**src/rtl/lamp_pkg.sv**
```systemverilog
// Shared types and constants for the lamp shift driver and its bench.
package lamp_pkg;

  localparam int unsigned LAMP_WIDTH = 16;

  typedef enum logic [1:0] {
    StIdle    = 2'd0,
    StShiftLo = 2'd1,
    StShiftHi = 2'd2,
    StLatch   = 2'd3
  } lamp_state_e;

  // Cycles busy stays high for one frame: two phases per bit plus the latch pulse.
  function automatic int unsigned frame_cycles(input int unsigned width,
                                               input int unsigned clk_div);
    return width * 2 * clk_div + clk_div;
  endfunction

endpackage

```
**src/rtl/lamp_phase_tick.sv**
```systemverilog
// Phase timer: counts CLK_DIV cycles and pulses tick_o on the last one.
module lamp_phase_tick #(
  parameter int unsigned CLK_DIV = 4
) (
  input  logic clk_i,
  input  logic reset_i,
  input  logic clr_i,
  output logic tick_o
);

  localparam logic [7:0] Load = 8'(CLK_DIV - 1);

  logic [7:0] div_cnt_q, div_cnt_d;

  always_comb begin
    div_cnt_d = div_cnt_q - 8'd1;
    // Reload on clear and on wrap so consecutive phases run back to back.
    if (clr_i || (div_cnt_q == 8'd0)) begin
      div_cnt_d = Load;
    end
  end

  assign tick_o = !clr_i && (div_cnt_q == 8'd0);

  always_ff @(posedge clk_i or posedge reset_i) begin
    if (reset_i) begin
      div_cnt_q <= Load;
    end else begin
      div_cnt_q <= div_cnt_d;
    end
  end

endmodule

```
**src/rtl/lamp_shift_driver.sv**
```systemverilog
// Serialises the lamp vector into a 595-style latch chain whenever it changes
// or a refresh is requested; mid-frame changes coalesce into the next frame.
module lamp_shift_driver
  import lamp_pkg::*;
#(
  parameter int unsigned WIDTH     = LAMP_WIDTH,
  parameter int unsigned CLK_DIV   = 4,
  parameter bit          MSB_FIRST = 1'b1
) (
  input  logic             clk,
  input  logic             reset,
  input  logic [WIDTH-1:0] lamp_in,
  input  logic             refresh,
  output logic             sclk,
  output logic             sdata,
  output logic             slatch,
  output logic             busy
);

  localparam int unsigned   CntW    = (WIDTH > 1) ? $clog2(WIDTH) : 1;
  localparam logic [CntW-1:0] LastBit = CntW'(WIDTH - 1);

  lamp_state_e      state_q, state_d;
  logic [WIDTH-1:0] shreg_q, shreg_d;
  logic [WIDTH-1:0] shadow_q, shadow_d;
  logic             pending_q, pending_d;
  logic [CntW-1:0]  bit_cnt_q, bit_cnt_d;
  logic             sclk_q, sclk_d;
  logic             sdata_q, sdata_d;
  logic             slatch_q, slatch_d;
  logic             busy_q, busy_d;

  logic             tick;
  logic             phase_clr;
  logic             start;
  logic             last_bit;
  logic [WIDTH-1:0] shreg_next;

  function automatic logic lead_bit(input logic [WIDTH-1:0] v);
    return MSB_FIRST ? v[WIDTH-1] : v[0];
  endfunction

  assign phase_clr  = (state_q == StIdle);
  assign start      = (state_q == StIdle) && ((lamp_in != shadow_q) || refresh || pending_q);
  assign last_bit   = (bit_cnt_q == LastBit);
  assign shreg_next = MSB_FIRST ? (shreg_q << 1) : (shreg_q >> 1);

  lamp_phase_tick #(
    .CLK_DIV(CLK_DIV)
  ) u_phase_tick (
    .clk_i  (clk),
    .reset_i(reset),
    .clr_i  (phase_clr),
    .tick_o (tick)
  );

  always_ff @(posedge clk or posedge reset) begin
    if (reset) begin
      state_q <= StIdle;
    end else begin
      state_q <= state_d;
    end
  end

  always_comb begin
    state_d = state_q;
    unique case (state_q)
      StIdle:    if (start) state_d = StShiftLo;
      StShiftLo: if (tick)  state_d = StShiftHi;
      StShiftHi: if (tick)  state_d = last_bit ? StLatch : StShiftLo;
      StLatch:   if (tick)  state_d = StIdle;
      default:              state_d = StIdle;
    endcase
  end

  always_comb begin
    shreg_d   = shreg_q;
    shadow_d  = shadow_q;
    pending_d = pending_q;
    bit_cnt_d = bit_cnt_q;
    sclk_d    = sclk_q;
    sdata_d   = sdata_q;
    slatch_d  = slatch_q;
    busy_d    = busy_q;

    // A refresh while busy is remembered so exactly one extra frame follows.
    if (start) begin
      pending_d = 1'b0;
    end else if (refresh && (state_q != StIdle)) begin
      pending_d = 1'b1;
    end

    unique case (state_q)
      StIdle: begin
        if (start) begin
          shreg_d   = lamp_in;
          shadow_d  = lamp_in;
          bit_cnt_d = '0;
          sdata_d   = lead_bit(lamp_in);
          sclk_d    = 1'b0;
          busy_d    = 1'b1;
        end
      end
      StShiftLo: begin
        if (tick) sclk_d = 1'b1;
      end
      StShiftHi: begin
        if (tick) begin
          sclk_d = 1'b0;
          if (last_bit) begin
            sdata_d  = 1'b0;
            slatch_d = 1'b1;
          end else begin
            shreg_d   = shreg_next;
            sdata_d   = lead_bit(shreg_next);
            bit_cnt_d = bit_cnt_q + CntW'(1);
          end
        end
      end
      StLatch: begin
        if (tick) begin
          slatch_d = 1'b0;
          busy_d   = 1'b0;
        end
      end
      default: ;
    endcase
  end

  always_ff @(posedge clk or posedge reset) begin
    if (reset) begin
      shreg_q   <= '0;
      shadow_q  <= '0;
      pending_q <= 1'b1;
      bit_cnt_q <= '0;
      sclk_q    <= 1'b0;
      sdata_q   <= 1'b0;
      slatch_q  <= 1'b0;
      busy_q    <= 1'b0;
    end else begin
      shreg_q   <= shreg_d;
      shadow_q  <= shadow_d;
      pending_q <= pending_d;
      bit_cnt_q <= bit_cnt_d;
      sclk_q    <= sclk_d;
      sdata_q   <= sdata_d;
      slatch_q  <= slatch_d;
      busy_q    <= busy_d;
    end
  end

  assign sclk   = sclk_q;
  assign sdata  = sdata_q;
  assign slatch = slatch_q;
  assign busy   = busy_q;

endmodule

```
**config.mk**
```make
export PLATFORM = sky130hd
export DESIGN_NAME = lamp_shift_driver
export DESIGN_NICKNAME = d
export VERILOG_FILES = /design/src/rtl/lamp_pkg.sv /design/src/rtl/lamp_phase_tick.sv /design/src/rtl/lamp_shift_driver.sv
export SDC_FILE = /design/constraint.sdc
export NUM_CORES = 1
export LEC_CHECK = 0
export ABC_AREA = 1
export CAP_MARGIN = 20
export CORE_AREA = 5 5 77 79
export CTS_BUF_LIST = sky130_fd_sc_hd__clkbuf_8
export DETAILED_ROUTE_END_ITERATION = 16
export DIE_AREA = 0 0 82 84
export PLACE_DENSITY = 0.75
export SYNTH_ARGS = -nofsm -noshare
export SYNTH_HDL_FRONTEND = slang
export SYNTH_HIERARCHICAL = 1
export SYNTH_SLANG_ARGS = --single-unit
```
**constraint.sdc**
```tcl
create_clock -name clk -period 2.29 [get_ports clk]
set_clock_uncertainty 0.05 [all_clocks]
set_input_delay 0.5725 -clock clk [delete_from_list [all_inputs] [get_ports clk]]
set_output_delay 0.5725 -clock clk [all_outputs]
set_load 0.02 [all_outputs]
```
After elaboration in Yosys (flattened, before gate mapping)
Cells that the tools add are included.
{"block": "totals", "ff_bits": 50, "latch_bits": 0, "mem_bits_rw": 0, "rom_bits": 0, "inputBits": 19, "output_inout_bits": 4, "word_cells": 75, "mem_count": 0}
{"block": "op_classes", "addsub": 2, "mul": 0, "div": 0, "n_lt_le_gt_ge": 0, "eq_ne": 11, "n_shift": 0, "muxes": 30, "n_bitwise": 0, "reduce_logical": 22}
{"op": "2-to-1 mux 15 bit", "count": 3}
{"op": "case mux 15 bit (2 select lines)", "count": 1}
{"op": "!= test 16 bit", "count": 1}
{"op": "AND reduction 4 bit", "count": 4}
{"op": "2-to-1 mux 4 bit", "count": 3}
{"op": "!= test 2 bit (second input constant)", "count": 6}
{"op": "2-to-1 mux 1 bit", "count": 11}
{"op": "2-to-1 mux 2 bit", "count": 5}
{"op": "nonzero test 2 bit", "count": 5}
{"op": "logical NOT 8 bit", "count": 1}
{"op": "2-to-1 mux 8 bit", "count": 1}
{"op": "case mux 2 bit (4 select lines)", "count": 1}
{"op": "case mux 4 bit (2 select lines)", "count": 1}
{"op": "subtractor 8 x 1 -> 8 bit (second input constant)", "count": 1}
{"op": "case mux 1 bit (2 select lines)", "count": 3}
{"op": "AND reduction 3 bit", "count": 2}
{"op": "adder 4 x 1 -> 4 bit (second input constant)", "count": 1}
{"op": "equality test 2 bit (second input constant)", "count": 2}
{"op": "equality test 4 bit (second input constant)", "count": 1}
{"op": "logical AND 1 bit", "count": 3}
{"op": "logical OR 1 bit", "count": 3}
{"op": "case mux 1 bit (3 select lines)", "count": 1}
{"op": "nonzero test 3 bit", "count": 1}
{"op": "equality test 2 x 1 -> 1 bit (second input constant)", "count": 1}
{"op": "other kinds (3)", "count": 3}

Depth between registers and ports, before layout
Gate-level depths: netlist of the first run.
{"block": "depth", "depth_word": 6, "ltp_mapped": 11, "ltp_nobuf": 11}

Modules after synthesis
Netlist of the first run, hierarchy kept.
{"module": "lamp_shift_driver", "n_inst": 1, "cells_each": 290, "area_per_inst_um2": 2324.7, "seq_area_each_um2": 1052.3}
{"module": "lamp_phase_tick", "n_inst": 1, "cells_each": 51, "area_per_inst_um2": 429.2, "seq_area_each_um2": 202.7}

Least setup slack after synthesis of the first run
Ideal clock, no wire load.
{"block": "synth_timing", "path_type": "register to register", "from": "register u_phase_tick.div_cnt_q[0]", "to": "register shreg_q[13]", "setup_ns": 0.065, "arrival_time_ns": 1.723, "required_ns": 2.175, "slack_ns": 0.452, "path_stages_with_launch": 11, "n_path_buf": 2, "synth_period_minus_slack_ns": 1.838, "cell_sequence": "dfstp_2 -> inv_1 -> ha_1 -> nand4_2 -> nor2_1 -> inv_1 -> nand2_2 -> buf_4 -> buf_4 -> nand4_1 -> nand2_1"}
{"block": "synth_via", "elab_chain_len": 4}
{"item": "start, declared", "line_no": "lamp_phase_tick.sv:13", "source": "logic [7:0] div_cnt_q, div_cnt_d;"}
{"item": "start signal, assigned", "line_no": "lamp_phase_tick.sv:27", "source": "div_cnt_q <= Load;"}
{"item": "start signal, assigned", "line_no": "lamp_phase_tick.sv:29", "source": "div_cnt_q <= div_cnt_d;"}
{"item": "logical NOT 8 bit", "line_no": "lamp_phase_tick.sv:23", "source": "assign tick_o = !clr_i && (div_cnt_q == 8'd0);"}
{"item": "logical AND 1 bit", "line_no": "lamp_phase_tick.sv:23"}
{"item": "named net tick", "line_no": "lamp_shift_driver.sv:33", "source": "logic tick;"}
{"item": "!= test 2 bit (no line)"}
{"item": "AND reduction 4 bit (no line)"}
{"item": "end signal, assigned", "line_no": "lamp_shift_driver.sv:141", "source": "shreg_q <= shreg_d;"}
{"item": "end, declared", "line_no": "lamp_shift_driver.sv:24", "source": "logic [WIDTH-1:0] shreg_q, shreg_d;"}
The timed path passes the listed nets, and every way through them passes these cells.
A chain may end at the register's enable or synchronous reset.

Worst setup path after layout of the first run
{"block": "layout_timing", "from": "register u_phase_tick.div_cnt_q[0]", "to": "register shreg_q[6]"}
The elaborated chain is that of the path after synthesis.

==> metrics.txt, run 1 <==
Reg-to-Reg End shreg_q[6]$_DFFE_PP0P_; Post-Syn Instances 341; Worst-Margin Slew 359 ps; ranking of synthesized cells by area dfrtp_1 (43%), nand2_1 (15%), nand4_1 (4.5%); final-stage net count 392; syn_area_per_cell 8.08 um^2; R2R Path Start u_phase_tick/div_cnt_q[0]$_DFF_PP1_; Pwr Density 1180 mW/mm^2; Post-synth EDFFs 0; ys async rst share 100%; Yosys warnings 6; Detail Placement HPWL 4130 um; Initial DRC Count 130; CTS buffer count 5; FF-to-FF setup slack 320 ps; register area share after synthesis 45.6%; worst-skew pair later-pin latency 300 ps; post-synthesis cell type count 29; startpoint types flop; Ant. Diodes 0; row cnt 27; Syn-to-layout area delta 14.9%; maximum vdd ir drop 0.522 mV; DRC viols 0; CTS Hold Buffers Added 0; Mapped Nets 363; vias in the first global route 2024; Routability Congestion 0.766; crit-path max cell delay 380 ps; Worst-path clk slew 90 ps; first-pass GRT wire length 9430 um; crit-path cells inv_1 -> ha_1 -> nand4_2 -> nor2_1 -> inv_1 -> nand2_2 -> nand3_4 -> nand2_1 -> nand2_1; GRT overflow 0; initial core utilization 52.3%; share of layout cells above drive strength 1 13.5%; final setup fails 0; non-filler cells, final 443; Worst R2R Path Depth 9; maximum capacitance violations 0; CTS tree yes; Die Y 84 um; worst-path fanout max 19; worst path arrival time 2120 ps; GRT Resource Usage Total 17.3%; placed cell count 435; H-tree depth 2; hold slack 427 ps; Hold/Removal Path Class flop to flop; CTS Sinks 50; core area 0.00527 mm^2; full die area 0.00689 mm^2; Final Hold Viols 0; count leader, synth nand2_1; Slew HR 76.1%; worst hold path endpoint u_phase_tick/div_cnt_q[0]$_DFF_PP1_; status completed; Critical Path End Type flop; fin crit share 86.2%; Hold Startpoint u_phase_tick/div_cnt_q[0]$_DFF_PP1_; DR pass1 iterations 5; Setup Fix Bufs, Post-CTS 0; Post-Syn Area 0.00275 mm^2; Root Buffer clkbuf_8; post-synthesis sequential element count 50; final WL 5540 um; Slew Limit Fails 0; CP Data Required Time 2440 ps; Yosys top cell by area dfrtp_1; CTS max path bufs 2; Worst Hold Depth 1; initial antenna violation count 0; antenna-violating nets left 0; top_reg_cell synth dfrtp_1; largest net degree at the start of global routing 43; via-per-instance ratio 4.99; final worst path period need 1970 ps; critical path class flop to flop; Synth top area share 42.7%; post-CTS sizing 0; total vias in the final route 2212; fillcell total 470; total negative slack 0 ps; WL per Instance 12.5 um; slowest CP cell dfstp_2; Post-synth top cells nand2_1 (113), dfrtp_1 (47), inv_1 (32); RSZ-0062 raised after global routing false; FMAX 0.506 GHz; Leak 1.54 nW; I/O Pins 23; die width 82 um; total power 0.00374 W; Port Buffer Count 22
-- flip-flops by register name (all words and copies together) (netlist names) --
signal and flops:
slatch 1, shadow_q 16, u_phase_tick/div_cnt_q 8, sdata 1, pending_q 1, state_q 2, sclk 1, shreg_q 15
bit_cnt_q 4, busy 1
-- worst max-delay path: cells and delay by family (launching register included) --
family	cells	cell delay (ps)
and+or+nand+nor	6	1040
DFF	1	380
buffers and inverters	2	220
adders and majority gates	1	180
-- cell usage in the layout, fill, tap and decap left out, types with 2 or more instances in the layout --
| cell type | n |
|---|---|
| inv_2 | 6 |
| nor2_4 | 3 |
| nand3_1 | 11 |
| o21ai_0 | 24 |
| clkbuf_8 | 6 |
| o21ai_1 | 11 |
| buf_12 | 2 |
| clkdlybuf4s50_1 | 22 |
| xnor2_1 | 10 |
| nor2_1 | 23 |
| nand4_2 | 2 |
| nor2_2 | 5 |
| dfrtp_1 | 47 |
| dfstp_2 | 3 |
| inv_1 | 32 |
| nand2_1 | 113 |
| ha_1 | 3 |
| nand2_2 | 5 |
| xor2_1 | 3 |
| buf_4 | 10 |
| nand4_1 | 20 |
| nand2_4 | 2 |
-- kinds of logic after synthesis --
kind of cell / Yosys count / synth area share (%)
compound gates: 37 / 6.91
buf+inv: 50 / 9.22
fa+ha+maj: 3 / 1.36
simple gates: 188 / 32.8
xor+xnor: 13 / 4.13
flops: 50 / 45.6
-- report_power, final --
| group | switching (W) | internal, W | leakage, nW |
|---|---|---|---|
| logic | 0.000978 | 0.000637 | 0.870 |
| clock network | 0.000292 | 0.000243 | 0.0472 |
| registers | 0.000288 | 0.00130 | 0.619 |
| total | 0.00156 | 0.00218 | 1.54 |
-- how the worst max path moves through the flow --
stage                                   startpoint  slack (ps)  cells after the start                 endpoint
2_1_floorplan  u_phase_tick/div_cnt_q[0]$_DFF_PP1_         450                     10  shreg_q[13]$_DFFE_PP0P_
3_3_place_gp                           lamp_in[15]          60                      8  shreg_q[13]$_DFFE_PP0P_
3_5_place_dp                            lamp_in[1]           6                     12  shadow_q[6]$_DFFE_PP0P_
4_1_cts                                 lamp_in[1]         310                     12  shadow_q[6]$_DFFE_PP0P_
5_1_grt        u_phase_tick/div_cnt_q[0]$_DFF_PP1_         150                      9  shreg_q[10]$_DFFE_PP0P_
6_report       u_phase_tick/div_cnt_q[0]$_DFF_PP1_         320                      9   shreg_q[6]$_DFFE_PP0P_
-- through the flow --
step           instance area, um^2  setup slack (ps)  util [%]
2_1_floorplan                 2750               452         -
3_3_place_gp                  3070              59.7      58.2
3_5_place_dp                  3070              6.02      58.2
5_1_grt                       3160               152      60.0
6_report                      3160               315      60.0
4_1_cts                       3160               309      60.0
-- layout make-up --
cell class | count | area, um^2 | area share (%)
inverters | 38 | 143 | 4.51
multi-input cells | 241 | 1240 | 39.4
flip-flops and latches | 50 | 1250 | 39.7
clock inverters | 2 | 12.5 | 0.396
clock buffers | 6 | 82.6 | 2.61
repair buffers | 34 | 335 | 10.6
well taps | 72 | 90.1 | 2.85
-- per-layer routing --
layer	track usage (%)	vias to the layer above	share of wire, %
li1	-	1142	-
met1	26.0	1021	48
met2	26.0	45	47
met3	2.92	4	4.9
met4	3.63	0	0.83
met5	0	-	0
No activity file was read; power rests on OpenSTA's default activity.
==> run 2: changes to the inputs <==
--- a/config.mk
+++ b/config.mk
@@ -9,6 +9,7 @@
 export CAP_MARGIN = 20
 export CORE_AREA = 5 5 77 79
 export CTS_BUF_LIST = sky130_fd_sc_hd__clkbuf_8
+export CTS_CLUSTER_SIZE = 25
 export DETAILED_ROUTE_END_ITERATION = 16
 export DIE_AREA = 0 0 82 84
 export PLACE_DENSITY = 0.75
==> results of run 2 <==
Final layout, timing and power as in run 1 (identical DEF).
